==> src/rtl/seq_alu_core.sv <==
// Handshaked WIDTH-bit ALU: single-cycle logic/arithmetic ops plus a shift-add multiplier FSM.
// Optional build macro AUTO_SWEEP_EN replaces the op port with an internal opcode counter.
module seq_alu_core #(
  parameter int WIDTH    = 8,
  parameter bit MUL_FULL = 1'b1
) (
  input  logic             clk,
  input  logic             rst_n,
  input  logic             in_valid,
  output logic             in_ready,
  input  logic [WIDTH-1:0] a,
  input  logic [WIDTH-1:0] b,
  input  logic [3:0]       op,
  output logic             out_valid,
  input  logic             out_ready,
  output logic [WIDTH-1:0] res,
  output logic [WIDTH-1:0] res_hi,
  output logic             flag_c,
  output logic             flag_z,
  output logic             flag_v,
  output logic [3:0]       op_out
);

  localparam logic [1:0] S_IDLE = 2'd0;
  localparam logic [1:0] S_MUL  = 2'd1;
  localparam logic [1:0] S_DONE = 2'd2;
  localparam logic [3:0] OP_MUL = 4'h4;
  localparam int         MSB    = WIDTH - 1;
  localparam int         CW     = (WIDTH > 2) ? $clog2(WIDTH) : 1;
  localparam logic [CW-1:0]  L_LAST  = CW'(WIDTH - 1);
  localparam logic [CW-1:0]  L_STEP1 = CW'(1);
  localparam logic [WIDTH:0] L_ONE   = {{WIDTH{1'b0}}, 1'b1};

  logic [1:0]           r_state;
  logic [CW-1:0]        r_step;
  logic [2*WIDTH-1:0]   r_mcand;
  logic [2*WIDTH-1:0]   r_acc;
  logic [WIDTH-1:0]     r_mplier;
  logic [2*WIDTH-1:0]   w_acc_nxt;
  logic [WIDTH-1:0]     w_mul_hi;
  logic [3:0]           w_op;
  logic                 w_accept;
  logic [WIDTH+1:0]     w_alu;

  // Returns {carry, overflow, result} for every single-cycle opcode.
  function automatic logic [WIDTH+1:0] f_alu(input logic [3:0] f_op,
                                             input logic [WIDTH-1:0] f_a,
                                             input logic [WIDTH-1:0] f_b);
    logic [WIDTH:0]   s;
    logic [WIDTH-1:0] r;
    logic             c;
    logic             v;
    s = '0;
    r = '0;
    c = 1'b0;
    v = 1'b0;
    case (f_op)
      4'h0: begin
        s = {1'b0, f_a} + L_ONE;
        r = s[WIDTH-1:0];
        c = s[WIDTH];
        v = ~f_a[MSB] & r[MSB];
      end
      4'h1: begin
        s = {1'b0, f_a} + {1'b0, f_b};
        r = s[WIDTH-1:0];
        c = s[WIDTH];
        v = (f_a[MSB] == f_b[MSB]) & (r[MSB] != f_a[MSB]);
      end
      4'h2: begin
        s = {1'b0, f_a} - L_ONE;
        r = s[WIDTH-1:0];
        c = s[WIDTH];
        v = f_a[MSB] & ~r[MSB];
      end
      4'h3: begin
        // Bit WIDTH of the extended difference is the borrow (a < b).
        s = {1'b0, f_a} - {1'b0, f_b};
        r = s[WIDTH-1:0];
        c = s[WIDTH];
        v = (f_a[MSB] != f_b[MSB]) & (r[MSB] != f_a[MSB]);
      end
      4'h5: r[0] = (f_a == f_b);
      4'h6: r[0] = (f_a > f_b);
      4'h7: r[0] = (f_a < f_b);
      4'h8: r = ~f_a;
      4'h9: r = f_a & f_b;
      4'hA: r = f_a | f_b;
      4'hB: r = ~(f_a & f_b);
      4'hC: r = ~(f_a | f_b);
      4'hD: r = f_a ^ f_b;
      4'hE: begin
        r = f_a >> 1;
        c = f_a[0];
      end
      4'hF: begin
        r = f_a << 1;
        c = f_a[MSB];
      end
      default: r = '0;
    endcase
    return {c, v, r};
  endfunction

  assign in_ready  = (r_state == S_IDLE);
  assign out_valid = (r_state == S_DONE);
  assign w_accept  = in_valid & in_ready;
  assign w_alu     = f_alu(w_op, a, b);
  assign w_acc_nxt = r_acc + (r_mplier[0] ? r_mcand : '0);
  assign w_mul_hi  = MUL_FULL ? w_acc_nxt[2*WIDTH-1:WIDTH] : '0;

`ifdef AUTO_SWEEP_EN
  logic [3:0] r_sweep;

  always_ff @(posedge clk or negedge rst_n) begin
    if (!rst_n) begin
      r_sweep <= 4'h0;
    end else if (w_accept) begin
      r_sweep <= r_sweep + 4'h1;
    end
  end

  assign w_op = r_sweep;
`else
  assign w_op = op;
`endif

  // Control and result registers
  always_ff @(posedge clk or negedge rst_n) begin
    if (!rst_n) begin
      r_state <= S_IDLE;
      r_step  <= '0;
      res     <= '0;
      res_hi  <= '0;
      flag_c  <= 1'b0;
      flag_z  <= 1'b0;
      flag_v  <= 1'b0;
      op_out  <= 4'h0;
    end else begin
      case (r_state)
        S_IDLE: begin
          if (w_accept) begin
            if (w_op == OP_MUL) begin
              r_state <= S_MUL;
              r_step  <= '0;
            end else begin
              r_state <= S_DONE;
              res     <= w_alu[WIDTH-1:0];
              res_hi  <= '0;
              flag_c  <= w_alu[WIDTH+1];
              flag_v  <= w_alu[WIDTH];
              flag_z  <= (w_alu[WIDTH-1:0] == '0);
              op_out  <= w_op;
            end
          end
        end
        S_MUL: begin
          // The last partial product is folded in on the same edge that enters DONE.
          if (r_step == L_LAST) begin
            r_state <= S_DONE;
            res     <= w_acc_nxt[WIDTH-1:0];
            res_hi  <= w_mul_hi;
            flag_c  <= 1'b0;
            flag_v  <= 1'b0;
            flag_z  <= ({w_mul_hi, w_acc_nxt[WIDTH-1:0]} == '0);
            op_out  <= OP_MUL;
          end else begin
            r_step <= r_step + L_STEP1;
          end
        end
        S_DONE: begin
          if (out_ready) begin
            r_state <= S_IDLE;
          end
        end
        default: r_state <= S_IDLE;
      endcase
    end
  end

  // Multiplier datapath
  always_ff @(posedge clk) begin
    if (w_accept) begin
      r_mcand  <= {{WIDTH{1'b0}}, a};
      r_mplier <= b;
      r_acc    <= '0;
    end else if (r_state == S_MUL) begin
      r_acc    <= w_acc_nxt;
      r_mcand  <= r_mcand << 1;
      r_mplier <= r_mplier >> 1;
    end
  end

endmodule

==> config.mk <==
export PLATFORM = sky130hd
export DESIGN_NAME = seq_alu_core
export DESIGN_NICKNAME = d
export VERILOG_FILES = /design/src/rtl/seq_alu_core.sv
export SDC_FILE = /design/constraint.sdc
export NUM_CORES = 1
export LEC_CHECK = 0
export BUFFER_PORTS_ARGS = -buffer_cell sky130_fd_sc_hd__buf_2
export CAP_MARGIN = 0
export CORE_ASPECT_RATIO = 1.25
export CORE_MARGIN = 1.5
export CORE_UTILIZATION = 55
export DETAILED_ROUTE_END_ITERATION = 6
export GPL_TIMING_DRIVEN = 0
export PLACE_DENSITY_LB_ADDON = 0.3
export SYNTH_ARGS = -nofsm -noshare
export SYNTH_HDL_FRONTEND = slang
export SYNTH_SLANG_ARGS = --single-unit
==> constraint.sdc <==
create_clock -name clk -period 3.1 [get_ports clk]
set_input_delay 0.62 -clock clk [delete_from_list [all_inputs] [get_ports clk]]
set_output_delay 0.62 -clock clk [all_outputs]
set_load 0.1 [all_outputs]
==> results_dict.tcl <==
set metrics [dict create \
    outcome "finished with violations" \
    violations "setup timing" \
    grt_pass1_wl_microns 30200 \
    use_met1 0.403 \
    power.density_nw_per_um2 517 \
    ios 49 \
    arrival_ps 3340 \
    antenna_cells 0 \
    gr-total-overflow 0 \
    p_sw_w 0.00149 \
    nets 856 \
    synth_area_per_cell_sq_um 8.12 \
    cts_tree "done" \
    setup_tns_ps -26.6 \
    hold_viol 0 \
    nFillCells 887 \
    synth_top_area_cell "dfrtp_1" \
    grt_use_met2 0.602 \
    grt.total_usage 0.355 \
    core.rowCount 41 \
    clockBufferDepth 2 \
    synthMostInstantiatedCell "nand2_1" \
    antenna_found_initial 0 \
    clkPwrFrac 0.267 \
    fin_crit_sh 1.01 \
    cts.htree.levels 3 \
    core_area_sq_um 10200 \
    drv_slew 0 \
    hp-class "in2async" \
    synthArstFlopShare 0.412 \
    leakagePower_nw 2.81 \
    syn_nets 790 \
    dominantRegCellSynth "dfrtp_1" \
    grt_pass1_vias 5734 \
    max_slew.worst_pin.slew_ps 1050 \
    internal_power_w 0.00197 \
    holdBufCountCts 0 \
    ys_top_cells_by_area "dfrtp_1, ha_1, dfxtp_1" \
    final_cells 918 \
    cts_buffers 9 \
    seq_area_frac_synth 0.285 \
    crit_type "reg2reg" \
    syn_inst 718 \
    ys_types 80 \
    ant_nets 0 \
    dr.first_iter.drc_count 472 \
    port_buffers 47 \
    fmax_ghz 0.320 \
    drv_cap 0 \
    pwr-share-comb 0.410 \
    dr.pass1.iters 5 \
    place_congestion 1.03 \
    rsz0062_at_grt "yes" \
    r2r_cells 12 \
    grt_max_degree 29 \
    skew_ps 10.7 \
    drive_above_1_share 0.190 \
    vdd_drop_max_uv 299 \
    final_util 0.657 \
    yosys_warnings 0 \
    num_vias 6080 \
    min_period_ps 3130 \
    routed_wirelength_microns 19900 \
    synth_edf_count 16 \
    fin_ws_ps -26.6 \
    cts_num_sinks 68 \
    setup-violations-final 1 \
    crit_fanout 6 \
    post_drt_wl_per_cell_microns 21.6 \
    synth_top_area_frac 0.120 \
    syn2layout_area_growth_pct 15.1 \
    die_w_microns 95.1 \
    netSwitchingFraction 0.431 \
    power_frac_seq 0.323 \
    initial_core_util 0.571 \
    slew_headroom 0.293 \
    crit_path_start_kind "flop" \
    viasPerCell 6.62 \
    synthTopCellsByCount "nand2_1, a21oi_1, o21ai_0" \
    die_area_sq_um 11200 \
    pre_cts_ws_ps -725 \
    ys_ff_latch 68 \
    clock_latency_ps 340 \
    busiest_layer "met2" \
    cp-end-kind "flop" \
    grtUsageMet3 0.0549 \
    cts_root_buf "clkbuf_16" \
    route.detailed.drc 0 \
    synthesis.area_sq_um 5830 \
    die_h_microns 118 \
    hpwlAfterDp_microns 14900 \
    clkSlewWorstSetupHoldPaths_ps 60 \
    placed_cells 894 \
    required_ps 3310 \
]
timing repair:
action                                  in CTS  in global routing
pin swaps                                    4                 11
setup buffers                                5                  4
endpoints found under the setup margin      11                  6
gates resized for setup                     14                 27
state kept, by name, indices dropped and copies added, names as in the netlist:
signal    count
r_acc        16
r_mcand      16
r_mplier      8
res           8
res_hi        8
op_out        4
r_step        3
r_state       2
flag_c        1
flag_v        1
flag_z        1
worst max-delay path: stages (launching register included):
cell	delay, ps
edfxtp_1	430
clkbuf_8	180
buf_4	140
and2_1	150
ha_1	380
and4_1	250
o21a_1	170
a21oi_1	90
or2_2	310
o311ai_0	530
a2111oi_2	110
nand4bb_1	170
nand3_1	100
metal layers:
metal,wire (microns),vias up
met2,9930,344
met4,1210,0
met5,0,-
met1,7310,2871
li1,-,2770
met3,1410,95
logic make-up (layout without fill, tap and decap cells):
kind of cell	after synthesis	after routing	share of synthesized area
DFF	68	68	0.285
xor gates and xnor gates	14	14	0.0210
buffers and inverters	88	159	0.0621
AOI/OAI and AO/OA	218	218	0.251
adders and majority gates	48	48	0.107
muxes	26	26	0.0492
and+or+nand+nor	256	256	0.225
per-stage QoR:
stage / cell area (sq um) / total power, W / hold slack, ps
CTS: 6570 / 0.00341 / 305
global placement: 6230 / 0.00245 / 446
floorplan: 5840 / 0.00214 / 324
detailed placement: 6230 / 0.00247 / 453
finish: 6710 / 0.00347 / 288
global route: 6710 / 0.00360 / 327
area by class of cell:
type | count | area (sq um) | area share
multi-input cells | 562 | 3940 | 0.588
inverters | 39 | 146 | 0.0218
clock inverters | 4 | 25.0 | 0.00373
flip-flops and latches | 68 | 1660 | 0.248
clock buffers | 12 | 236 | 0.0352
well taps | 129 | 161 | 0.0241
plain buffers | 47 | 221 | 0.0330
repair buffers | 57 | 313 | 0.0466
cells in the final DEF, fill, tap and decap left out, types with 12 or more instances in the layout:
cell and instances:
a21oi_1 49, and2_1 17, buf_2 58, buf_4 15, clkbuf_1 24, dfrtp_1 28
dfxtp_1 24, edfxtp_1 16, ha_1 40, inv_1 37, mux2_2 21, nand2_1 91
nand3_1 12, nor2_1 43, o21ai_0 42, o31ai_1 12
power by group through the flow:
stage	sequential, W	combinational, W	clock (W)
after detailed placement	0.00114	0.00134	0
after global placement	0.00113	0.00132	0
final	0.00112	0.00142	0.000927
after CTS	0.00112	0.00137	0.000924
after global routing	0.00113	0.00149	0.000980
after floorplan	0.00152	0.000621	0
worst paths after layout:
| path | to | slack, ps | from |
|---|---|---|---|
| max | flag_z | -30 | r_mplier[0] |
| min | r_step[0] | 290 | rst_n |
| max reg2reg | flag_z | -30 | r_mplier[0] |
| min reg2reg | r_acc[14] | 460 | r_acc[14] |
| max in group asynchronous | res[4] | 2400 | rst_n |
| min in group clk | r_acc[14] | 460 | r_acc[14] |
No activity file was read; power rests on OpenSTA's default activity.
